==> src/rtl/cpu_boot_ctrl.sv <==
// -----------------------------------------------------------------------------
// cpu_boot_ctrl
//   Program-load and run controller that sits in front of cpu_top. It streams
//   a program image into instruction memory and pads the unwritten tail with
//   NOP words. It then holds the CPU in reset for RESET_HOLD cycles and
//   releases it. The run ends when the cycle budget expires or when the PC
//   stops moving (a self-loop halt).
//
// Ports
//   clk, rst_n            clock (rising edge), asynchronous active-low reset
//   start                 one-cycle pulse, starts a load from IDLE or DONE
//   load_valid/ready      program stream handshake
//   load_data, load_last  program word and end-of-image marker
//   imem_we/waddr/wdata   instruction memory write port (1-cycle latency)
//   cpu_rst               active-high reset to cpu_top
//   pc                    cpu_top program counter, watched for halts
//   busy, done            status: busy outside IDLE/DONE, done in DONE
//   halted, timed_out     reason the run ended (valid in DONE)
//   words_loaded          words accepted from the stream
//   run_count             cycles spent in RUN (saturating)
// -----------------------------------------------------------------------------
module cpu_boot_ctrl #(
  parameter int unsigned IMEM_DEPTH  = 64,
  parameter int unsigned AW          = $clog2(IMEM_DEPTH),
  parameter logic [31:0] NOP_WORD    = 32'h00000013,
  parameter int unsigned RESET_HOLD  = 2,
  parameter int unsigned RUN_CYCLES  = 70,
  parameter int unsigned HALT_WINDOW = 4
) (
  input  logic          clk,
  input  logic          rst_n,
  input  logic          start,
  input  logic          load_valid,
  output logic          load_ready,
  input  logic [31:0]   load_data,
  input  logic          load_last,
  output logic          imem_we,
  output logic [AW-1:0] imem_waddr,
  output logic [31:0]   imem_wdata,
  output logic          cpu_rst,
  input  logic [31:0]   pc,
  output logic          busy,
  output logic          done,
  output logic          halted,
  output logic          timed_out,
  output logic [AW:0]   words_loaded,
  output logic [31:0]   run_count
);

  typedef enum logic [2:0] {S_IDLE, S_LOAD, S_FILL, S_HOLD, S_RUN, S_DONE} state_t;

  // The write address is one bit wider than the memory so "memory full"
  // (address == IMEM_DEPTH) is distinguishable from address 0.
  localparam logic [AW:0] LP_FULL      = (AW+1)'(IMEM_DEPTH);
  localparam logic [AW:0] LP_LAST      = (AW+1)'(IMEM_DEPTH - 1);
  localparam logic [31:0] LP_HOLD_LAST = 32'(RESET_HOLD - 1);
  localparam logic [31:0] LP_RUN       = 32'(RUN_CYCLES);
  localparam logic [31:0] LP_HALT      = 32'(HALT_WINDOW);

  state_t        r_state, w_state;
  logic [AW:0]   r_addr, w_addr;
  logic [31:0]   r_hold, w_hold;
  logic [31:0]   r_halt_cnt, w_halt_cnt;
  logic [31:0]   r_prev_pc, w_prev_pc;
  logic          r_pc_vld, w_pc_vld;
  logic          r_load_ready, w_load_ready;
  logic          r_we, w_we;
  logic [AW-1:0] r_waddr, w_waddr;
  logic [31:0]   r_wdata, w_wdata;
  logic          r_cpu_rst, w_cpu_rst;
  logic          r_busy, w_busy;
  logic          r_done, w_done;
  logic          r_halted, w_halted;
  logic          r_timed_out, w_timed_out;
  logic [AW:0]   r_words, w_words;
  logic [31:0]   r_run_count, w_run_count;

  logic          w_accept;
  logic [31:0]   w_run_inc;
  logic [31:0]   w_halt_inc;
  logic          w_time_hit;
  logic          w_halt_hit;

  always_comb begin
    w_state      = r_state;
    w_addr       = r_addr;
    w_hold       = r_hold;
    w_halt_cnt   = r_halt_cnt;
    w_prev_pc    = r_prev_pc;
    w_pc_vld     = r_pc_vld;
    w_load_ready = 1'b0;
    w_we         = 1'b0;
    w_waddr      = r_waddr;
    w_wdata      = r_wdata;
    w_cpu_rst    = 1'b1;
    w_halted     = r_halted;
    w_timed_out  = r_timed_out;
    w_words      = r_words;
    w_run_count  = r_run_count;

    w_accept   = load_valid & r_load_ready;
    w_run_inc  = (&r_run_count) ? r_run_count : r_run_count + 32'd1;
    // The first RUN cycle has no previous pc to compare against.
    w_halt_inc = (r_pc_vld && (pc == r_prev_pc)) ? r_halt_cnt + 32'd1 : 32'd0;
    w_time_hit = (RUN_CYCLES != 0) && (w_run_inc == LP_RUN);
    w_halt_hit = (HALT_WINDOW != 0) && (w_halt_inc == LP_HALT);

    case (r_state)
      S_IDLE, S_DONE: begin
        if (start) begin
          w_state      = S_LOAD;
          w_addr       = '0;
          w_words      = '0;
          w_run_count  = '0;
          w_halted     = 1'b0;
          w_timed_out  = 1'b0;
          w_load_ready = 1'b1;
        end
      end
      S_LOAD: begin
        w_load_ready = 1'b1;
        if (w_accept) begin
          w_we    = 1'b1;
          w_waddr = r_addr[AW-1:0];
          w_wdata = load_data;
          w_addr  = r_addr + 1'b1;
          w_words = r_words + 1'b1;
          if (load_last || (r_addr == LP_LAST)) begin
            w_state      = S_FILL;
            w_load_ready = 1'b0;
          end
        end
      end
      S_FILL: begin
        w_hold = '0;
        if (r_addr == LP_FULL) begin
          w_state = S_HOLD;
        end else begin
          w_we    = 1'b1;
          w_waddr = r_addr[AW-1:0];
          w_wdata = NOP_WORD;
          w_addr  = r_addr + 1'b1;
          if (r_addr == LP_LAST) w_state = S_HOLD;
        end
      end
      S_HOLD: begin
        if (r_hold == LP_HOLD_LAST) begin
          w_state    = S_RUN;
          w_cpu_rst  = 1'b0;
          w_halt_cnt = '0;
          w_pc_vld   = 1'b0;
        end else begin
          w_hold = r_hold + 32'd1;
        end
      end
      S_RUN: begin
        w_cpu_rst   = 1'b0;
        w_run_count = w_run_inc;
        w_halt_cnt  = w_halt_inc;
        w_prev_pc   = pc;
        w_pc_vld    = 1'b1;
        if (w_time_hit || w_halt_hit) begin
          w_state     = S_DONE;
          w_cpu_rst   = 1'b1;
          w_timed_out = w_time_hit;
          w_halted    = w_halt_hit;
        end
      end
      default: w_state = S_IDLE;
    endcase

    w_busy = (w_state != S_IDLE) && (w_state != S_DONE);
    w_done = (w_state == S_DONE);
  end

  always_ff @(posedge clk or negedge rst_n) begin
    if (!rst_n) begin
      r_state      <= S_IDLE;
      r_addr       <= '0;
      r_hold       <= '0;
      r_halt_cnt   <= '0;
      r_pc_vld     <= 1'b0;
      r_load_ready <= 1'b0;
      r_we         <= 1'b0;
      r_waddr      <= '0;
      r_cpu_rst    <= 1'b1;
      r_busy       <= 1'b0;
      r_done       <= 1'b0;
      r_halted     <= 1'b0;
      r_timed_out  <= 1'b0;
      r_words      <= '0;
      r_run_count  <= '0;
    end else begin
      r_state      <= w_state;
      r_addr       <= w_addr;
      r_hold       <= w_hold;
      r_halt_cnt   <= w_halt_cnt;
      r_pc_vld     <= w_pc_vld;
      r_load_ready <= w_load_ready;
      r_we         <= w_we;
      r_waddr      <= w_waddr;
      r_cpu_rst    <= w_cpu_rst;
      r_busy       <= w_busy;
      r_done       <= w_done;
      r_halted     <= w_halted;
      r_timed_out  <= w_timed_out;
      r_words      <= w_words;
      r_run_count  <= w_run_count;
    end
  end

  // Data-only registers: qualified by imem_we / r_pc_vld, so no reset needed.
  always_ff @(posedge clk) begin
    r_wdata   <= w_wdata;
    r_prev_pc <= w_prev_pc;
  end

  assign load_ready   = r_load_ready;
  assign imem_we      = r_we;
  assign imem_waddr   = r_waddr;
  assign imem_wdata   = r_wdata;
  assign cpu_rst      = r_cpu_rst;
  assign busy         = r_busy;
  assign done         = r_done;
  assign halted       = r_halted;
  assign timed_out    = r_timed_out;
  assign words_loaded = r_words;
  assign run_count    = r_run_count;

endmodule

==> config.mk <==
export PLATFORM = sky130hd
export DESIGN_NAME = cpu_boot_ctrl
export DESIGN_NICKNAME = d
export VERILOG_FILES = /design/src/rtl/cpu_boot_ctrl.sv
export SDC_FILE = /design/constraint.sdc
export NUM_CORES = 1
export LEC_CHECK = 0
export ABC_AREA = 1
export BUFFER_PORTS_ARGS = -buffer_cell sky130_fd_sc_hd__buf_4
export CAP_MARGIN = 5
export CORE_UTILIZATION = 60
export DETAILED_ROUTE_END_ITERATION = 12
export GPL_TIMING_DRIVEN = 0
export PLACE_DENSITY = 0.83
export SYNTH_ARGS = -nofsm -noshare
export SYNTH_HDL_FRONTEND = slang
export SYNTH_SLANG_ARGS = --single-unit
==> constraint.sdc <==
create_clock -name clk -period 4.59 [get_ports clk]
set_input_delay 0.918 -clock clk [delete_from_list [all_inputs] [get_ports clk]]
set_output_delay 0.918 -clock clk [all_outputs]
set_load 0.005 [all_outputs]
## Word-level counts from Yosys, hierarchy flattened

Index checks and enable logic that the tools add are counted.

- Flip-flop bits (word level): 191
- Input port bits: 69
- Output and inout port bits: 84
- Logic and storage cells: 108

- $add $sub $neg: 5
- Equality and inequality tests: 19
- Muxes and demuxes: 45
- Bitwise logic cells: 1
- Reductions and logical operators: 21

Operators with widths:

| kind | number |
|---|---|
| 32-bit case mux with 2 select lines | 4 |
| 32-bit two-way mux | 7 |
| 32-bit by 1-bit adder with 32-bit output (second input constant) | 3 |
| 32-bit by 1-bit equality test with 1-bit output (second input constant) | 1 |
| 32-bit by 3-bit equality test with 1-bit output (second input constant) | 1 |
| 32-bit equality test | 1 |
| 32-bit by 7-bit equality test with 1-bit output (second input constant) | 1 |
| 32-bit AND reduction | 1 |
| 7-bit two-way mux | 4 |
| 3-bit two-way mux | 7 |
| 7-bit case mux with 3 select lines | 1 |
| 3-bit case mux with 5 select lines | 1 |
| 7-bit by 1-bit adder with 7-bit output (second input constant) | 2 |
| 7-bit case mux with 2 select lines | 1 |
| 6-bit two-way mux | 2 |
| 2-bit != test (second input constant) | 6 |
| 1-bit case mux with 2 select lines | 6 |
| 6-bit case mux with 2 select lines | 1 |
| 1-bit two-way mux | 11 |
| 2-bit nonzero test | 5 |
| 3-bit equality test (second input constant) | 3 |
| 3-bit AND reduction | 3 |
| 7-bit by 6-bit equality test with 1-bit output (second input constant) | 1 |
| 7-bit equality test (second input constant) | 1 |
| other kinds (11) | 17 |

## Depth between registers and ports, before layout

- Depth after elaboration: 9
- Depth in mapped cells: 20
- Depth with buffers taken out: 19

## Worst setup path before layout

No wires, ideal clock.

- Kind: input -> register
- Start: in load_valid
- End: reg r_wdata[0] (netlist: imem_wdata[0]), enable pin
- Setup time: 387 ps
- Data arrival time: 2139 ps
- Data required time: 4203 ps
- Setup slack: 2064 ps
- Stages on the path: 7
- Path buffers: 1
- Cells stage by stage: nand2_1 > inv_1 > nor2_1 > nor2_1 > nand2_1 > buf_2 > inv_1

- Word-level cells in the longest chain between the ends: 3

RTL lines:

| what | RTL line | RTL |
|---|---|---|
| start: declaration | 33 | `input logic load_valid,` |
| 1-bit bitwise AND | 101 | `w_accept = load_valid & r_load_ready;` |
| 2-bit != test (no source line) | -- |  |
| 3-bit AND reduction (no source line) | -- |  |
| end signal: assignment | 214 | `r_wdata <= w_wdata;` |
| end: declaration | 69 | `logic [31:0] r_wdata, w_wdata;` |

No other way between the ends.
A chain may end at the register's enable or synchronous reset.

## Worst setup path in the final report

- Start: reg r_state[2]
- End: reg r_wdata[18] (netlist: imem_wdata[18]), enable pin

- Word-level cells in the longest chain between the ends: 3
- Elaborated cells on any way between the ends: 6
- Those cells by class: eq/ne (4); reduce/logical (2)

RTL lines:

| what | RTL line | RTL |
|---|---|---|
| start: declaration | 60 | `state_t r_state, w_state;` |
| start signal: assignment | 194 | `r_state <= w_state;` |
| 3-bit by 2-bit equality test with 1-bit output or 3-bit by 1-bit equality test with 1-bit output (tied branches) | 108 | `case (r_state)` |
| 2-bit != test (no source line) or 2-bit nonzero test (tied branches) | -- |  |
| 3-bit AND reduction (no source line) (*) | -- |  |

Mark *: on every way between the ends. The rest lies on a longest branch, timed or not.

==> flow_summary.yaml <==
synth:
  yosysWarnings: 0
  synthesis.area_mm2: 0.0107
  dominantRegCellSynth: "sky130_fd_sc_hd__dfrtp_1"
  count_of_flip_flops_with_a_built_in_enable_after_synthesis: 64
  yosysUniqueCellTypes: 45
  synth.net_count: 1473
  cells_after_synth: 1397
  postSynth.asyncResetShare: 0.665
  avgSynthCellArea_um2: 7.69
  seq_area_frac_synth: 0.475
  yosys_register_bits: 191
floorplan:
  floorplan.die_area_mm2: 0.0185
  total_core_area_mm2: 0.0174
  row_count: 48
  fp.dieW_um: 136
  chipHeight_um: 136
  io_pins: 153
  initial_core_util: 0.617
power:
  p_int_w: 0.00262
  power.clock.fraction: 0.441
  p_sw_w: 0.000817
  total_power_w: 0.00344
  share_comb_of_total_power: 0.040
  p_seq_frac: 0.519
  leakage_nw: 6.46
  vdd.ir_drop.worst_mv: 0.310
  cellPowerDensity_mw_per_mm2: 268
  power_switching_share: 0.238
critical_path:
  cp_data_arrival_time_ns: 3.71
  timing.critical_path.from_type: "flip-flop"
  timing.critical_path.slowest_cell_delay_ns: 0.66
  path_buf_inv: 4
  crit-reg2reg-capture: "imem_wdata[18]$_SDFFCE_PP0P_"
  worst_path_max_delay_cell: "sky130_fd_sc_hd__nor3_2"
  critical_path.max_fanout: 20
  timing.rr.start: "r_state[2]$_DFF_PN0_"
  kind_of_critical_path: "flip-flop to flip-flop"
  worst-endpoint-required_ns: 4.79
  crit_chain: "nor3_2 > clkinv_1 > nor4_1 > nor2_1 > nand2_1 > buf_2 > inv_1 > buf_16"
  ff_to_ff_setup_slack_ns: 1.09
  cp_top_family: "simple AND/OR/NAND/NOR gates"
  worstSetupEndpointType: "flip-flop"
  worst_r2r_path_depth: 8
global_route:
  gr-total-overflow: 0
  global_route.usage.total: 0.335
  grt_first_pass_wirelength_um: 47800
  grt_max_degree: 67
  number_of_global_route_vias_before_repair: 9711
  number_of_antenna_violations_at_the_first_check_in_global_routing: 0
route:
  via_count: 10300
  detail_route.wl_per_cell_um: 16.7
  drt_pass1_iterations: 7
  drtIter0Drc: 946
  drc: 0
  ant_nets: 0
  postRouteWirelength_um: 30100
  route.detailed.vias_per_inst: 5.69
place:
  io_buffers: 152
  detailedPlacementHpwl_um: 22400
  dp_slack_ns: 0.987
  gp_congestion: 0.964
clocking:
  post-cts-setup-buffer-count: 0
  clock_h_tree_levels: 4
  cts_resized: 0
  hold_buffers: 0
  cts_root_buffer: "sky130_fd_sc_hd__clkbuf_16"
  clock_sinks: 191
  insertion_delay_ns: 0.44
  cts_made_buffers: 17
  worst_setup_hold_path_clk_slew_ns: 0.08
  clock_path_buffers: 2
  tritoncts: "yes"
min_path:
  holdCritPathClass: "input pin to asynchronous set/reset pin"
sta:
  final.setup_skew_ns: 0.00903
  final-hold-violation-count: 0
  worst_slack_ns: 1.09
  slew_limit_fails: 0
  period_utilization: 0.763
  finalWorstPathRequiredPeriod_ns: 3.50
  tightest_slew_ns: 0.749
  rsz0062_at_grt: "no"
  setup_viol: 0
  slew-limit-headroom: 0.500
  setup_total_negative_slack_ns: 0
  fmax_ghz: 0.285
final_layout:
  mostFrequentLayoutCells: "358 x sky130_fd_sc_hd__nand2_1, 222 x sky130_fd_sc_hd__inv_1, 151 x sky130_fd_sc_hd__buf_4"
  area.sequential_mm2: 0.00510
  finish.net_count: 1647
  n_fill_cell: 1357
  area_added_between_synthesis_and_finish_pct: 19.4
  drive_gt1_frac: 0.145
  layout_commonest_cell: "sky130_fd_sc_hd__nand2_1"
  diodes_inserted: 0
  multi_input_comb_area_mm2: 0.00465
run_status:
  run_status: "finished, final reports clean"
run:
  cap_viol_max_count: 0
-- power by group through the flow --
stage / clock network (W) / logic, W / registers (W)
after floorplan: 0 / 0.0000457 / 0.00182
after global placement: 0 / 0.000128 / 0.00182
after detailed placement: 0 / 0.000137 / 0.00182
after CTS: 0.00152 / 0.000140 / 0.00178
after global routing: 0.00158 / 0.000155 / 0.00179
final: 0.00151 / 0.000138 / 0.00178
-- cell usage after synthesis (3+ instances only) --
library cell | n | area (um^2)
sky130_fd_sc_hd__nor4_1 | 20 | 125
sky130_fd_sc_hd__nand3_1 | 108 | 541
sky130_fd_sc_hd__nor2_1 | 143 | 537
sky130_fd_sc_hd__edfxtp_1 | 64 | 1920
sky130_fd_sc_hd__buf_1 | 3 | 11.3
sky130_fd_sc_hd__o22ai_1 | 39 | 244
sky130_fd_sc_hd__inv_1 | 222 | 833
sky130_fd_sc_hd__or2_2 | 6 | 37.5
sky130_fd_sc_hd__buf_2 | 7 | 35.0
sky130_fd_sc_hd__o31ai_1 | 8 | 60.1
sky130_fd_sc_hd__inv_2 | 3 | 11.3
sky130_fd_sc_hd__dfrtp_1 | 126 | 3150
sky130_fd_sc_hd__xor2_1 | 51 | 447
sky130_fd_sc_hd__xnor2_1 | 9 | 78.8
sky130_fd_sc_hd__nand2_2 | 4 | 25.0
sky130_fd_sc_hd__nor3_1 | 50 | 250
sky130_fd_sc_hd__a21oi_1 | 19 | 95.1
sky130_fd_sc_hd__nand4_1 | 20 | 125
sky130_fd_sc_hd__o32ai_1 | 3 | 26.3
sky130_fd_sc_hd__o21ai_1 | 3 | 15.0
sky130_fd_sc_hd__o21ai_0 | 71 | 355
sky130_fd_sc_hd__nor2_2 | 7 | 43.8
sky130_fd_sc_hd__nand2_1 | 358 | 1340
sky130_fd_sc_hd__ha_1 | 7 | 87.6
sky130_fd_sc_hd__clkbuf_1 | 17 | 63.8
-- worst max-delay path by stage --
stage | cells past startpoint | startpoint | slack [ns] | endpoint
final | 8 | r_state[2]$_DFF_PN0_ | 1.09 | imem_wdata[18]$_SDFFCE_PP0P_
after global routing | 8 | r_state[2]$_DFF_PN0_ | 0.89 | imem_wdata[18]$_SDFFCE_PP0P_
after CTS | 7 | r_state[2]$_DFF_PN0_ | 0.95 | imem_wdata[5]$_SDFFCE_PP0P_
after detailed placement | 6 | r_state[2]$_DFF_PN0_ | 0.99 | imem_wdata[0]$_SDFFCE_PP1P_
after global placement | 6 | r_state[2]$_DFF_PN0_ | 1.10 | imem_wdata[1]$_SDFFCE_PP1P_
after floorplan | 7 | load_valid | 2.06 | imem_wdata[0]$_SDFFCE_PP1P_
-- registers in the layout, summed over array words and instances, names as in the netlist, 3 cells and up --
| name | flops |
|---|---|
| imem_waddr | 6 |
| r_prev_pc | 32 |
| r_state | 3 |
| r_halt_cnt | 32 |
| words_loaded | 7 |
| imem_wdata | 32 |
| run_count | 32 |
| r_addr | 7 |
| r_hold | 32 |
-- stage by stage --
| step | cell area, um^2 | util | hold WS (ns) | instances |
|---|---|---|---|---|
| 6_report | 12800 | 0.737 | 0.438 | 1809 |
| 5_1_grt | 12800 | 0.737 | 0.485 | 1809 |
| 4_1_cts | 12800 | 0.735 | 0.463 | 1808 |
| 3_5_place_dp | 12200 | 0.702 | 0.453 | 1776 |
| 3_3_place_gp | 12200 | 0.699 | 0.447 | 1774 |
| 2_1_floorplan | 10700 | - | 0.433 | 1397 |
-- kinds of logic after synthesis --
family | count (synthesis) | synth area share
XOR/XNOR | 60 | 0.0489
flip-flops | 191 | 0.475
AO/OA/AOI/OAI | 149 | 0.0780
adder cells (fa/ha/maj) | 7 | 0.00815
buffers and inverters | 258 | 0.0923
AND/OR/NAND/NOR | 732 | 0.298
-- metal layers --
| metal | GRT usage | part of all wire | vias up |
|---|---|---|---|
| met3 | 0.0597 | 0.086 | 68 |
| met2 | 0.558 | 0.48 | 514 |
| li1 | - | - | 4879 |
| met4 | 0.115 | 0.026 | 0 |
| met1 | 0.440 | 0.41 | 4834 |
| met5 | 0 | 0 | - |
-- worst register-to-register path: cells and delay by family (launching register included) --
family | cells | cell delay (ns)
AND/OR/NAND/NOR | 4 | 1.39
buffers and inverters | 4 | 1.39
flip-flops | 1 | 0.47
-- area by class of cell --
type                            instances  share of cell area
Buffer                                 28             0.00955
Clock buffer                           17              0.0331
Clock inverter                         15              0.0125
Inverter                              230              0.0678
Multi-Input combinational cell        948               0.363
Sequential cell                       191               0.397
Tap cell                              225              0.0219
Timing Repair Buffer                  155              0.0950
(Power assumes the default switching activity.)
